==> src/rtl/serial_adder.sv <==
// Bit-serial adder: adds two WIDTH-bit operands LSB-first through one full-adder
// cell, with the carry held in a flip-flop between bits.

module full_adder_1b (
  input  logic i_a,
  input  logic i_b,
  input  logic i_c,
  output logic o_s,
  output logic o_c
);
  assign o_s = i_a ^ i_b ^ i_c;
  assign o_c = (i_a & i_b) | (i_a & i_c) | (i_b & i_c);
endmodule

module serial_adder #(
  parameter int WIDTH = 8,
  parameter int CNT_W = 3
) (
  input  logic             clk,
  input  logic             rst_n,
  input  logic             start,
  input  logic [WIDTH-1:0] a,
  input  logic [WIDTH-1:0] b,
  input  logic             cin,
  output logic             busy,
  output logic             done,
  output logic [WIDTH-1:0] sum,
  output logic             cout,
  output logic [1:0]       o_state
);
  typedef enum logic [1:0] {
    IDLE = 2'd0,
    RUN  = 2'd1,
    DONE = 2'd2
  } state_t;

  localparam logic [CNT_W-1:0] LAST = CNT_W'(WIDTH - 1);

  state_t           r_state;
  state_t           w_next;
  logic [WIDTH-1:0] r_a;
  logic [WIDTH-1:0] r_b;
  logic [WIDTH-1:0] r_sh;
  logic [WIDTH-1:0] r_sum;
  logic             r_carry;
  logic             r_cout;
  logic [CNT_W-1:0] r_cnt;
  logic             w_fa_s;
  logic             w_fa_c;
  logic             w_accept;
  logic             w_last;
  logic [WIDTH-1:0] w_sh_next;

  full_adder_1b u_fa (
    .i_a (r_a[0]),
    .i_b (r_b[0]),
    .i_c (r_carry),
    .o_s (w_fa_s),
    .o_c (w_fa_c)
  );

  // A new operation can be accepted from IDLE or straight out of DONE.
  assign w_accept  = start && ((r_state == IDLE) || (r_state == DONE));
  assign w_last    = (r_state == RUN) && (r_cnt == LAST);
  assign w_sh_next = {w_fa_s, r_sh[WIDTH-1:1]};

  always_ff @(posedge clk or negedge rst_n) begin
    if (!rst_n) begin
      r_state <= IDLE;
    end else begin
      r_state <= w_next;
    end
  end

  always_comb begin
    w_next = r_state;
    case (r_state)
      IDLE:    w_next = start ? RUN : IDLE;
      RUN:     w_next = (r_cnt == LAST) ? DONE : RUN;
      DONE:    w_next = start ? RUN : IDLE;
      default: w_next = IDLE;
    endcase
  end

  always_comb begin
    busy    = (r_state == RUN);
    done    = (r_state == DONE);
    o_state = r_state;
  end

  always_ff @(posedge clk or negedge rst_n) begin
    if (!rst_n) begin
      r_a     <= '0;
      r_b     <= '0;
      r_sh    <= '0;
      r_carry <= 1'b0;
      r_cnt   <= '0;
      r_sum   <= '0;
      r_cout  <= 1'b0;
    end else if (w_accept) begin
      r_a     <= a;
      r_b     <= b;
      r_carry <= cin;
      r_cnt   <= '0;
      r_sh    <= '0;
    end else if (r_state == RUN) begin
      r_a     <= r_a >> 1;
      r_b     <= r_b >> 1;
      r_carry <= w_fa_c;
      r_sh    <= w_sh_next;
      // Counter holds at WIDTH-1 on the last bit; it is reloaded on accept.
      if (w_last) begin
        r_sum  <= w_sh_next;
        r_cout <= w_fa_c;
      end else begin
        r_cnt <= r_cnt + CNT_W'(1);
      end
    end
  end

  assign sum  = r_sum;
  assign cout = r_cout;

endmodule

==> config.mk <==
export PLATFORM = sky130hd
export DESIGN_NAME = serial_adder
export DESIGN_NICKNAME = d
export VERILOG_FILES = /design/src/rtl/serial_adder.sv
export SDC_FILE = /design/constraint.sdc
export NUM_CORES = 1
export LEC_CHECK = 0
export ABC_AREA = 1
export CAP_MARGIN = 10
export CORE_MARGIN = 2
export CORE_UTILIZATION = 45
export CTS_CLUSTER_DIAMETER = 150
export DETAILED_ROUTE_END_ITERATION = 12
export PLACE_DENSITY = 0.83
export SYNTH_ARGS = -nofsm -noshare
export SYNTH_HDL_FRONTEND = slang
export SYNTH_SLANG_ARGS = --single-unit
==> constraint.sdc <==
create_clock -name clk -period 1.1 [get_ports clk]
set_input_delay 0.11 -clock clk [delete_from_list [all_inputs] [get_ports clk]]
set_output_delay 0.11 -clock clk [all_outputs]
set_load 0.02 [all_outputs]
==> run_results.csv, run 1 <==
group,metric,value,unit
clock_network,htree_levels,2,
route,dr.pass1.iters,4,
die,die_h,67.3,um
power,p_int,4.43,mW
synthesis,synth_seq_cells,38,
sta,fin_skew,0.00472,ns
clock_network,clock_path_buffers,2,
sta,timing.fmax,832,MHz
sta,fin_ws,-0.101,ns
clock_network,cts_root_buf,"clkbuf_8",
die,die_x,67.3,um
job,cap_viol_max_count,0,
synthesis,yosys_warnings,0,
synthesis,synth_area_per_cell,8.28,sq um
grt,grt_max_degree,39,
setup_path,arrival,1.43,ns
route,via_count,1576,
route,highest_layer,"met4",
placed_design,numPlacedInstances,305,
worst_hold_path,min_path_type,"input pin to async pin",
route,wl_met2,2170,um
clock_network,holdBufCountCts,0,
synthesis,synth_cell_types,17,
clock_network,clk_pin_slew,0.07,ns
die,core_area,0.00394,sq mm
synthesis,yosys-top-cells-area,"dfrtp_1, nand2_1, nand3_1",
placed_design,hpwlAfterDp,2470,um
power,power_leakage,1.38,nW
setup_path,crit_required,1.33,ns
finish,fin_nets,302,
placed_design,port_buffers,32,
placed_design,routabilityCongestion,0.753,
power,p_comb_share,51.4,%
sta,fin_crit,1.20,ns
synthesis,synthTopCellsByCount,"nand2_1, dfrtp_1, inv_1",
power,power.density,2790,mW/mm^2
run_status,status,"complete, but fails checks",
sta,rsz0062_at_grt,"yes",
synthesis,synthesis.nets,241,
synthesis,netlist_area,0.00181,sq mm
clock_network,cts.sinks,38,
finish,fin_cells,330,
power,p_clk_share,15.5,%
power,p_sw_share,40.5,%
clock_network,cts_tree,"built",
sta,timing.slew.headroom,82.1,%
power,p_sw,3.02,mW
sta,maxSlewViolCount,0,
grt,grt_pass1_vias,1432,
synthesis,yosysMostFrequentCell,"nand2_1",
route,wire_per_inst,12.7,um
finish,syn_to_final_growth,47.9,%
setup_path,path_class,"flop to flop",
synthesis,async_flop_share,100,%
power,worst_ir_drop_vdd,1.20,mV
grt,grt_overflow,0,
grt,antenna_found_initial,0,
synthesis,synth_top_area_share,52.7,%
grt,grtUsageTotal,19.2,%
setup_path,cp-start-kind,"flop",
die,initial_core_util,45.8,%
sta,period_share,109,%
power,seqPwrFrac,33.1,%
synthesis,ys_seq_area_share,52.7,%
sta,hold_viol,0,
route,wl_met1,1780,um
setup_path,end_kind,"flop",
die,io_pins,33,
synthesis,yosysTopAreaCell,"dfrtp_1",
route,drtIter0Drc,113,
route,drc,0,
run_status,failed_checks,"negative setup slack",
route,totalWireLength,4200,um
sta,setup_violations,35,
synthesis,synth_edf_count,0,
clock_network,insertion_delay,0.29,ns
clock_network,cts_buffers,5,
route,viasPerCell,4.78,
finish,drive_above_1_share,33.6,%
sta,tightest_slew,0.267,ns
die,num_rows,23,
synthesis,ys.flop_type,"dfrtp_1",
synthesis,syn_inst,218,
route,antenna_left,0,
die,dieArea,0.00453,sq mm
finish,stdcell_area,0.00267,sq mm
grt,grt_first_pass_wirelength,6420,um
finish,antennaDiodeCount,0,
setup_path,path_max_fanout,5,
route,routed-wl-met3,208,um
placed_design,post_dp_cell_area,0.00229,sq mm
placed cells by master, fill, tap and decap left out, types with 6 or more instances in the layout:
master and instances:
o21ai_2 7, inv_1 21, nand2_2 14, o21ai_1 6, buf_4 19, nand2_1 83, clkdlybuf4s50_1 19, nand3_1 14
buf_6 9, dfrtp_1 36, nand3_2 6
final timing paths:
path                           from         end  slack [ns]  cells after the start
setup / recovery           r_cnt[0]    r_cnt[1]       -0.10                      7
setup reg to reg           r_cnt[0]    r_cnt[1]       -0.10                      7
hold reg to reg              r_b[7]      r_b[7]        0.48                      2
max in group asynchronous     rst_n  o_state[0]        0.71                      2
min in group clk               b[7]      r_b[7]        0.35                      3
hold / removal                rst_n      sum[1]        0.20                      2
worst max-delay path, cell delays in order, from the launching register on:
cell and delay (ns):
dfrtp_1 0.39, ha_2 0.20, ha_4 0.19, inv_4 0.07
nand3_4 0.10, inv_4 0.09, nand2_2 0.05, nand2_1 0.05
power groups by stage:
| stage | clock network [mW] | logic [mW] | registers [mW] |
|---|---|---|---|
| floorplan | 0 | 1.88 | 2.60 |
| global placement | 0 | 3.00 | 2.42 |
| detailed placement | 0 | 3.09 | 2.46 |
| CTS | 1.18 | 3.41 | 2.45 |
| global route | 1.24 | 4.21 | 2.52 |
| finish | 1.16 | 3.83 | 2.47 |
area by class of cell:
class / count / area, sq um
fillers: 321 / 1270
flip-flops and latches: 38 / 953
multi-input cells: 144 / 828
repair buffers: 62 / 594
inverters: 28 / 123
clock buffers: 5 / 68.8
well taps: 50 / 62.6
clock inverters: 3 / 40.0
per-layer routing:
| metal | vias up | track usage, % |
|---|---|---|
| met5 | - | 0 |
| met2 | 47 | 32.3 |
| met4 | 0 | 5.87 |
| li1 | 786 | - |
| met1 | 740 | 24.0 |
| met3 | 3 | 5.17 |
cells by family (layout without fill, tap and decap cells):
kind of cell    Yosys count  count (layout)  synth area share, %
compound gates           14              14                 5.34
fa+ha+maj                 3               3                 2.49
flops                    38              38                 52.7
buf+inv                  36              98                 9.42
simple gates            127             127                 30.1
stage by stage:
step                      hold slack (ns)  TNS [ns]  util, %  worst slack, ns  power [mW]
final                               0.196     -1.90     67.7           -0.101        7.45
after global routing                0.212     -4.07     67.7           -0.165        7.97
after CTS                           0.195     -2.01     64.6          -0.0919        7.04
after detailed placement            0.459     -4.68     58.1           -0.190        5.56
after global placement              0.454     -4.27     58.1           -0.165        5.42
after floorplan                    -0.186     -1.66        -          -0.0939        4.48
sequential cells by signal, indices dropped and copies added, names as in the netlist:
name	count
r_sh	7
r_b	8
r_cnt	3
cout	1
r_carry	1
r_a	8
o_state	2
sum	8
timing repair:
| action | CTS | global route |
|---|---|---|
| pin swaps | 7 | 22 |
| gates cloned | 1 | 1 |
| gates resized for setup | 57 | 42 |
| setup buffers | 8 | 9 |
| endpoints found under the setup margin | 50 | 46 |
(Power assumes the default switching activity.)
==> run 2, diff against run 1 <==
- PLACE_DENSITY: 0.83 -> 0.8
- SLEW_MARGIN: unset -> 25
- clock period: 1.1 -> 1.2 ns (I/O delays scaled with it)
==> run 2 against run 1 <==
Net effect:
- the run now ends clean
- highest routed layer unchanged
- clock power shrank 8%
- non-clock buffer count shrank 8
- sequential share of layout area grew 2.1 points
- die area is the same
- via count shrank 3.0%
- largest cell class unchanged
==> run_results.csv, run 2 (same netlist as run 1, synthesis figures left out) <==
group,metric,value,unit
run_status,status,"finished clean",
route,via_count,1529,
sta,hold_viol,0,
clock_network,cts_buffers,5,
power,p_int,3.90,mW
finish,utilization,63.9,%
die,dieArea,0.00453,sq mm
sta,tightest_slew,0.244,ns
worst_hold_path,min_path_type,"input pin to async pin",
clock_network,cts_tree,"built",
sta,maxSlewViolCount,0,
finish,layout_commonest_cell,"nand2_1",
placed_design,port_buffers,32,
sta,timing.hold.ws,0.309,ns
die,io_pins,33,
grt,grt_first_pass_wirelength,6160,um
setup_path,crit_chain,"ha_2 -> ha_4 -> nand2_8 -> inv_6 -> nand2_1 -> nand2_1",
finish,fin_nets,294,
grt,grt_overflow,0,
finish,multi_input_area,732,sq um
setup_path,slowest_delay,0.39,ns
grt,antenna_found_initial,0,
power,p_sw_share,39.2,%
die,die_h,67.3,um
setup_path,end_kind,"flop",
die,die_x,67.3,um
sta,period_share,98.5,%
power,p_clk_share,16.7,%
finish,fillers,353,
setup_path,cp_slowest_cell,"dfrtp_1",
sta,rsz0062_at_grt,"yes",
route,dr.pass1.iters,4,
power,p_comb_share,48.8,%
die,initial_core_util,45.8,%
sta,timing.fmax,846,MHz
sta,fin_crit,1.18,ns
setup_path,crit_required,1.39,ns
setup_path,rrSetupSlack,0.02,ns
finish,drive_above_1_share,22.4,%
finish,final_cell_mix,"nand2_1, dfrtp_1, inv_1",
sta,fin_skew,0.00761,ns
clock_network,cts_root_buf,"clkbuf_8",
clock_network,clk_pin_slew,0.08,ns
grt,grtUsageTotal,18.6,%
sta,timing.slew.headroom,83.8,%
route,drc,0,
finish,regArea,953,sq um
grt,grt_pass1_vias,1382,
route,wire_per_inst,11.4,um
placed_design,place_ws,-0.0896,ns
grt,grt_max_degree,39,
finish,syn_to_final_growth,39.6,%
power,worst_ir_drop_vdd,1.04,mV
route,totalWireLength,3680,um
clock_network,htree_levels,2,
power,total_power,6.41,mW
setup_path,arrival,1.38,ns
sta,fin_ws,0.0175,ns
power,seqPwrFrac,34.6,%
power,power_leakage,1.33,nW
clock_network,insertion_delay,0.30,ns
route,viasPerCell,4.75,
finish,antennaDiodeCount,0,
power,p_sw,2.51,mW
route,antenna_left,0,
setup_path,cp_common_cell,"nand2_1",
setup_path,path_class,"flop to flop",
placed_design,routabilityCongestion,0.781,
setup_path,cp-start-kind,"flop",
sta,setup_tns,0,ns
power,power.density,2550,mW/mm^2
job,cap_viol_max_count,0,
route,drtIter0Drc,136,
die,core_area,0.00394,sq mm
clock_network,clock_path_buffers,2,
die,num_rows,23,
setup_path,path_max_fanout,17,
clock_network,cts.sinks,38,
sta,setup_violations,0,
placed_design,hpwlAfterDp,2380,um
-- run 2: cell count changes in the layout (fill, tap and decap cells not counted), sizes merged --
cell,delta
buf,-9
dlygate4sd3,+1
clkdlybuf4s50,-1
clkbuf,-4
clkdlybuf4s15,-4
dlygate4sd2,+9
-- run 2: power groups by stage --
stage	Clock [mW]	Sequential, mW	Combinational, mW
2_1_floorplan	0	2.37	1.69
5_1_grt	1.16	2.28	3.52
6_report	1.07	2.22	3.13
3_5_place_dp	0	2.22	2.87
3_3_place_gp	0	2.20	2.79
4_1_cts	1.10	2.21	2.85
-- run 2: critical path: cells and delay by family (launching register included) --
family	cells	cell delay, ns
flops	1	0.39
simple gates	3	0.25
fa+ha+maj	2	0.39
buf+inv	1	0.05
-- run 2: cell type report --
cell class / instances / share of cell area (%)
clock buffer: 5 / 2.73
inverter: 28 / 4.77
clock inverter: 3 / 1.59
multi-input combinational: 144 / 29.0
timing repair buffer: 54 / 21.5
sequential: 38 / 37.8
tap: 50 / 2.48
-- run 2: final timing paths --
path | from | end | depth (start not counted)
hold reg to reg | r_a[5] | r_a[5] | 2
hold / removal | rst_n | sum[1] | 3
min in group clk | a[7] | r_a[7] | 3
setup / recovery | r_cnt[1] | sum[7] | 6
max in group asynchronous | rst_n | o_state[0] | 3
setup reg to reg | r_cnt[1] | sum[7] | 6
-- run 2: through the flow --
stage	cell area, sq um	std cells
2_1_floorplan	1820	218
4_1_cts	2410	313
5_1_grt	2520	322
3_5_place_dp	2270	304
6_report	2520	322
3_3_place_gp	2270	304
-- run 2: routing by layer --
metal  global-route usage [%]  part of all wire (%)  vias up
met4                     7.65                   1.7        0
li1                         -                     -      772
met1                     22.7                    43      705
met5                        0                     0        -
met2                     30.3                    50       44
met3                     6.17                   5.1        8
-- run 2: repair_timing --
item	CTS	global route
buffers inserted	0	9
endpoints found under the setup margin	42	32
hold buffers	1	0
gates resized for setup	34	17
pin swaps	2	2
endpoints found under the hold margin	38	0
